<file path="src/rtl/regfile_pkg.sv">
// Shared register-file constants and the writeback arbiter priority encoding.
package regfile_pkg;

  localparam int unsigned XLEN       = 32;
  localparam int unsigned REG_ADDR_W = 2;
  localparam int unsigned NUM_REGS   = 4;

  localparam logic [REG_ADDR_W-1:0] ZERO_REG = '0;

  typedef enum logic {
    PRI_ALU = 1'b0,
    PRI_LSU = 1'b1
  } pri_e;

endpackage

</file>
<file path="src/rtl/rr_arb2.sv">
// Two-input round-robin arbiter: req[0]=ALU, req[1]=LSU; pointer names the favoured side.
module rr_arb2
  import regfile_pkg::*;
(
  input  logic [1:0] req,
  input  pri_e       pri,
  output logic [1:0] grant,
  output pri_e       pri_next
);

  always_comb begin
    grant    = '0;
    pri_next = pri;
    if (req == 2'b11) begin
      grant = (pri == PRI_ALU) ? 2'b01 : 2'b10;
    end else begin
      grant = req;
    end
    // The pointer always moves to whoever lost, so a held request waits at most one cycle.
    if (grant[0]) begin
      pri_next = PRI_LSU;
    end else if (grant[1]) begin
      pri_next = PRI_ALU;
    end
  end

endmodule

</file>
<file path="src/rtl/regfile_wb_arbiter.sv">
// Arbitrates the register-file write port between ALU and LSU writeback and
// tracks outstanding destinations for read-after-write hazard detection.
module regfile_wb_arbiter
  import regfile_pkg::*;
#(
  parameter int unsigned XLEN     = regfile_pkg::XLEN,
  parameter int unsigned ADDR_W   = REG_ADDR_W,
  parameter int unsigned NUM_REGS = regfile_pkg::NUM_REGS
) (
  input  logic                clk,
  input  logic                reset,
  input  logic                alu_valid,
  output logic                alu_ready,
  input  logic [ADDR_W-1:0]   alu_addr,
  input  logic [XLEN-1:0]     alu_data,
  input  logic                lsu_valid,
  output logic                lsu_ready,
  input  logic [ADDR_W-1:0]   lsu_addr,
  input  logic [XLEN-1:0]     lsu_data,
  input  logic                mark_valid,
  input  logic [ADDR_W-1:0]   mark_addr,
  input  logic [ADDR_W-1:0]   rs_a,
  input  logic [ADDR_W-1:0]   rs_b,
  output logic                hazard,
  output logic [NUM_REGS-1:0] busy,
  output logic                rf_we,
  output logic [ADDR_W-1:0]   rf_waddr,
  output logic [XLEN-1:0]     rf_wdata
);

  localparam logic [ADDR_W-1:0] ZERO_ADDR = ADDR_W'(ZERO_REG);

  pri_e                  pri_q;
  pri_e                  pri_d;
  logic [1:0]            grant;
  logic [NUM_REGS-1:1]   busy_q;

  rr_arb2 u_arb (
    .req      ({lsu_valid, alu_valid}),
    .pri      (pri_q),
    .grant    (grant),
    .pri_next (pri_d)
  );

  assign alu_ready = grant[0] && !reset;
  assign lsu_ready = grant[1] && !reset;

  always_ff @(posedge clk) begin
    if (reset) begin
      pri_q <= PRI_ALU;
    end else begin
      pri_q <= pri_d;
    end
  end

  always_ff @(posedge clk) begin
    if (reset) begin
      rf_we    <= 1'b0;
      rf_waddr <= '0;
      rf_wdata <= '0;
    end else if (grant[0]) begin
      rf_we    <= (alu_addr != ZERO_ADDR);
      rf_waddr <= alu_addr;
      rf_wdata <= alu_data;
    end else if (grant[1]) begin
      rf_we    <= (lsu_addr != ZERO_ADDR);
      rf_waddr <= lsu_addr;
      rf_wdata <= lsu_data;
    end else begin
      rf_we    <= 1'b0;
    end
  end

  // Set takes priority over clear: a fresh mark means a newer producer is in flight.
  always_ff @(posedge clk) begin
    if (reset) begin
      busy_q <= '0;
    end else begin
      for (int unsigned i = 1; i < NUM_REGS; i++) begin
        if (mark_valid && mark_addr == ADDR_W'(i)) begin
          busy_q[i] <= 1'b1;
        end else if (rf_we && rf_waddr == ADDR_W'(i)) begin
          busy_q[i] <= 1'b0;
        end
      end
    end
  end

  assign busy   = {busy_q, 1'b0};
  assign hazard = ((rs_a != ZERO_ADDR) && busy[rs_a]) ||
                  ((rs_b != ZERO_ADDR) && busy[rs_b]);

endmodule

</file>
<file path="config.mk">
export PLATFORM = sky130hd
export DESIGN_NAME = regfile_wb_arbiter
export DESIGN_NICKNAME = d
export VERILOG_FILES = /design/src/rtl/regfile_pkg.sv /design/src/rtl/rr_arb2.sv /design/src/rtl/regfile_wb_arbiter.sv
export SDC_FILE = /design/constraint.sdc
export NUM_CORES = 1
export LEC_CHECK = 0
export CORE_MARGIN = 1
export CORE_UTILIZATION = 40
export DETAILED_ROUTE_END_ITERATION = 6
export GPL_TIMING_DRIVEN = 0
export HOLD_SLACK_MARGIN = 0.1
export PLACE_DENSITY = 0.86
export SLEW_MARGIN = 30
export SYNTH_ARGS = -nofsm -noshare
export SYNTH_HDL_FRONTEND = slang
export SYNTH_SLANG_ARGS = --single-unit
</file>
<file path="constraint.sdc">
create_clock -name clk -period 2.15 [get_ports clk]
set_input_delay 0.43 -clock clk [delete_from_list [all_inputs] [get_ports clk]]
set_output_delay 0.43 -clock clk [all_outputs]
set_load 0.01 [all_outputs]
</file>
==> metrics.txt, run 1 <==
# TYPE chip_impl_metric gauge
chip_impl_info{name="status",value="complete, no violations"} 1
chip_impl_metric{name="synth.mux.area_fraction",unit=""} 0.0110
chip_impl_metric{name="setup_viol_count_final",unit=""} 0
chip_impl_metric{name="finalWeightedCongestion",unit=""} 0.777
chip_impl_metric{name="crit_fanout",unit=""} 10
chip_impl_metric{name="overflow",unit=""} 0
chip_impl_metric{name="layout_setup_ws",unit="ns"} 0.0753
chip_impl_metric{name="dpl_cell_area",unit="µm²"} 3180
chip_impl_metric{name="seq_area_frac_synth",unit=""} 0.404
chip_impl_metric{name="worst-endpoint-required",unit="ns"} 1.72
chip_impl_metric{name="antenna_found_initial",unit=""} 0
chip_impl_metric{name="worstPathArrival",unit="ns"} 1.64
chip_impl_info{name="grt_setup_unrepaired",value="false"} 1
chip_impl_metric{name="n_antenna_cell",unit=""} 0
chip_impl_metric{name="r2r_setup_slack",unit="ns"} 0.74
chip_impl_metric{name="port-buffer-count",unit=""} 118
chip_impl_metric{name="core_area",unit="µm²"} 4500
chip_impl_metric{name="drt_iter0_markers",unit=""} 60
chip_impl_metric{name="min_period",unit="ns"} 2.07
chip_impl_metric{name="postSynthAreaPerCell",unit="µm²"} 8.52
chip_impl_metric{name="synth.distinct_cells",unit=""} 27
chip_impl_info{name="post-synth-top-area-cell",value="sky130_fd_sc_hd__dfxtp_1"} 1
chip_impl_metric{name="hold_viol",unit=""} 0
chip_impl_metric{name="clock_path_buffers",unit=""} 2
chip_impl_metric{name="starting_density_of_the_core",unit=""} 0.429
chip_impl_metric{name="combinationalPowerShare",unit=""} 0.291
chip_impl_info{name="netlist_top_cells_area",value="sky130_fd_sc_hd__dfxtp_1 40%, sky130_fd_sc_hd__a311oi_2 16%, sky130_fd_sc_hd__nand2_1 14%"} 1
chip_impl_info{name="post-synth-top-count-cell",value="sky130_fd_sc_hd__nand2_1"} 1
chip_impl_metric{name="irDropWorstVdd",unit="mV"} 0.381
chip_impl_metric{name="tightestPinTransition",unit="ns"} 0.726
chip_impl_metric{name="area_delta_synth_final",unit="%"} 68.7
chip_impl_metric{name="power-per-cell-area",unit="nW/µm²"} 558
chip_impl_metric{name="core.rowCount",unit=""} 24
chip_impl_metric{name="firstDrtPassIters",unit=""} 4
chip_impl_metric{name="synth_compound_area_frac",unit=""} 0.273
chip_impl_info{name="worstHoldPathType",value="in2reg"} 1
chip_impl_info{name="critical_path.reg2reg.endpoint",value="rf_wdata[17]"} 1
chip_impl_metric{name="grt_pass1_wl",unit="mm"} 9.22
chip_impl_metric{name="h-tree-depth",unit=""} 2
chip_impl_info{name="cp-start-kind",value="input port"} 1
chip_impl_metric{name="finish.net_count",unit=""} 431
chip_impl_info{name="hold_path.startpoint",value="reset"} 1
chip_impl_info{name="crit_path_end_kind",value="primary output"} 1
chip_impl_metric{name="dpl_worst_slack",unit="ns"} -0.446
chip_impl_metric{name="ant_nets",unit=""} 0
chip_impl_metric{name="syn_inst",unit=""} 227
chip_impl_metric{name="synthXorXnorAreaFrac",unit=""} 0
chip_impl_metric{name="gr-usage-all-layers",unit=""} 0.226
chip_impl_metric{name="design.die.area",unit="µm²"} 5120
chip_impl_metric{name="synth.ff_latch_count",unit=""} 39
chip_impl_metric{name="holdBufCountCts",unit=""} 0
chip_impl_info{name="cts_tree",value="yes"} 1
chip_impl_metric{name="place.detailed.hpwl",unit="mm"} 4.27
chip_impl_metric{name="share_clk_of_total_power",unit=""} 0.261
chip_impl_metric{name="synth_enable_flop_cells",unit=""} 0
chip_impl_metric{name="die-height",unit="µm"} 71.5
chip_impl_metric{name="avgRoutedWirePerCell",unit="µm"} 13.8
chip_impl_metric{name="timing.fmax",unit="GHz"} 0.482
chip_impl_metric{name="slew_headroom",unit=""} 0.516
chip_impl_metric{name="dr_total_vias",unit=""} 2056
chip_impl_metric{name="async_s_r_ff_share_synth",unit=""} 0
chip_impl_metric{name="number_of_global_route_vias_before_repair",unit=""} 1996
chip_impl_metric{name="grt_start_max_net_pins",unit=""} 13
chip_impl_info{name="synth_flop_cell",value="sky130_fd_sc_hd__dfxtp_1"} 1
chip_impl_metric{name="clk-insertion-delay-late",unit="ns"} 0.29
chip_impl_metric{name="post_drt_via_cell_ratio",unit=""} 5.08
chip_impl_metric{name="post_route_drc",unit=""} 0
chip_impl_metric{name="timing.max_cap.violations",unit=""} 0
chip_impl_metric{name="yosysTopAreaCellShare",unit=""} 0.404
chip_impl_metric{name="power.internal",unit="µW"} 1320
chip_impl_metric{name="post-route-period-util",unit=""} 0.965
chip_impl_metric{name="cts-buffers-inserted",unit=""} 5
chip_impl_metric{name="utilization",unit=""} 0.724
chip_impl_info{name="critPathKind",value="in2out"} 1
chip_impl_metric{name="floorplan.die.width",unit="µm"} 71.5
chip_impl_metric{name="cell_area_after_synthesis",unit="µm²"} 1930
chip_impl_metric{name="total_leakage_power",unit="µW"} 0.00131
chip_impl_metric{name="synth_warnings",unit=""} 0
chip_impl_metric{name="synth_simple_gate_area_share",unit=""} 0.227
chip_impl_info{name="clk_root_buffer_cell",value="sky130_fd_sc_hd__clkbuf_8"} 1
chip_impl_metric{name="cts.clk_slew.worst_paths",unit="ns"} 0.07
chip_impl_metric{name="syn-num-nets",unit=""} 306
chip_impl_metric{name="route.final.wire_length",unit="mm"} 5.60
chip_impl_metric{name="worst_clock_skew",unit="ns"} 0.00263
chip_impl_metric{name="seq_power_share",unit=""} 0.449
chip_impl_info{name="largest_family_of_logic_cells_by_synthesized_area",value="compound AO/OA/AOI/OAI gates"} 1
chip_impl_metric{name="io_pins",unit=""} 121
chip_impl_info{name="synth_common_cells",value="70 x sky130_fd_sc_hd__nand2_1, 39 x sky130_fd_sc_hd__dfxtp_1, 38 x sky130_fd_sc_hd__nor2_1, 20 x sky130_fd_sc_hd__a311oi_2, 14 x sky130_fd_sc_hd__a311oi_1"} 1
chip_impl_metric{name="synth_adder_area_share",unit=""} 0
chip_impl_metric{name="worst-r2r-cell-count",unit=""} 4
chip_impl_metric{name="post-route-cell-area",unit="µm²"} 3260
chip_impl_info{name="worst_min_delay_path_endpoint",value="pri_q"} 1
chip_impl_metric{name="whs_path_depth",unit=""} 2
chip_impl_metric{name="power.switching",unit="µW"} 501
chip_impl_metric{name="clock_net_sink_count",unit=""} 39
chip_impl_metric{name="p_sw_frac",unit=""} 0.275
chip_impl_metric{name="maxSlewViolCount",unit=""} 0
chip_impl_info{name="worstReg2RegStart",value="pri_q"} 1
chip_impl_metric{name="final_layout_size_suffix_gt1_frac",unit=""} 0.136
kinds of logic (layout without fill, tap and decap cells):
group	after synthesis	after routing
simple gates	113	113
compound gates	48	48
flops	39	39
buf+inv	24	150
mux	2	2
other cells	1	1
worst max-delay path, cell delays in order:
cell and delay, ns:
sky130_fd_sc_hd__dlygate4sd2_1 0.31, sky130_fd_sc_hd__a21bo_1 0.22, sky130_fd_sc_hd__buf_4 0.17, sky130_fd_sc_hd__buf_4 0.18, sky130_fd_sc_hd__nor2_1 0.08, sky130_fd_sc_hd__dlygate4sd2_1 0.27
through the flow:
stage | instances | TNS, ns | total power [µW] | hold WS, ns
finish | 405 | 0 | 1820 | 0.428
global route | 405 | 0 | 1910 | 0.483
CTS | 405 | 0 | 1840 | 0.423
detailed placement | 397 | -0.893 | 1370 | 0.490
global placement | 397 | -0.852 | 1360 | 0.486
floorplan | 227 | 0 | 1060 | 0.511
area by class of cell:
class                   count  area (µm²)
inverters                   3        11.3
clock buffers               5        68.8
multi-input cells         164         995
repair buffers            118        1170
plain buffers              21         151
flip-flops and latches     39         781
clock inverters             3        15.0
well taps                  52        65.1
fillers                   368        1240
placed cells by master (no fill, tap or decap), types with 2 or more instances in the layout:
cell type                         count
sky130_fd_sc_hd__a21oi_1              3
sky130_fd_sc_hd__a311oi_1            14
sky130_fd_sc_hd__a311oi_2            20
sky130_fd_sc_hd__buf_2                4
sky130_fd_sc_hd__buf_4                8
sky130_fd_sc_hd__buf_6                5
sky130_fd_sc_hd__clkbuf_1             4
sky130_fd_sc_hd__clkbuf_8             5
sky130_fd_sc_hd__clkdlybuf4s50_1    113
sky130_fd_sc_hd__clkinv_2             3
sky130_fd_sc_hd__dfxtp_1             39
sky130_fd_sc_hd__dlygate4sd2_1        3
sky130_fd_sc_hd__inv_1                3
sky130_fd_sc_hd__nand2_1             70
sky130_fd_sc_hd__nand3b_1             2
sky130_fd_sc_hd__nor2_1              38
sky130_fd_sc_hd__o21ai_0              4
layer usage:
layer / share of wire / track usage / wire, µm / up-vias
li1: - / - / - / 1036
met1: 0.42 / 0.272 / 2330 / 950
met2: 0.51 / 0.401 / 2870 / 64
met3: 0.060 / 0.0563 / 334 / 6
met4: 0.011 / 0.0654 / 59 / 0
met5: 0 / 0 / 0 / -
worst max path at each step:
stage	startpoint	to	slack (ns)	depth (start not counted)
floorplan	rs_a[0]	hazard	0.61	2
global placement	lsu_valid	alu_ready	-0.43	6
detailed placement	lsu_valid	alu_ready	-0.45	6
CTS	rs_a[0]	hazard	0.01	4
global route	alu_valid	alu_ready	0.009	6
finish	lsu_valid	alu_ready	0.08	6
power by group through the flow:
stage,combinational (µW),clock [µW],sequential [µW]
global placement,528,0,831
CTS,533,487,817
detailed placement,534,0,834
floorplan,200,0,859
finish,529,475,818
global route,573,510,826
sequential cells by signal (all words and copies together) (netlist names):
signal / flops
pri_q: 1
rf_waddr: 2
rf_we: 1
rf_wdata: 32
busy_q: 3
what timing repair did:
item                       in CTS  in global routing
buffers inserted                0                  0
setup endpoints to repair       3                  2
hold endpoints to repair        0                  0
resized for setup               8                  2
No activity file was read; power rests on OpenSTA's default activity.
==> run 2, diff against run 1 <==
- CAP_MARGIN: default -> 20
==> results of run 2 <==
No change in the layout: final DEF, timing and power equal those of run 1.
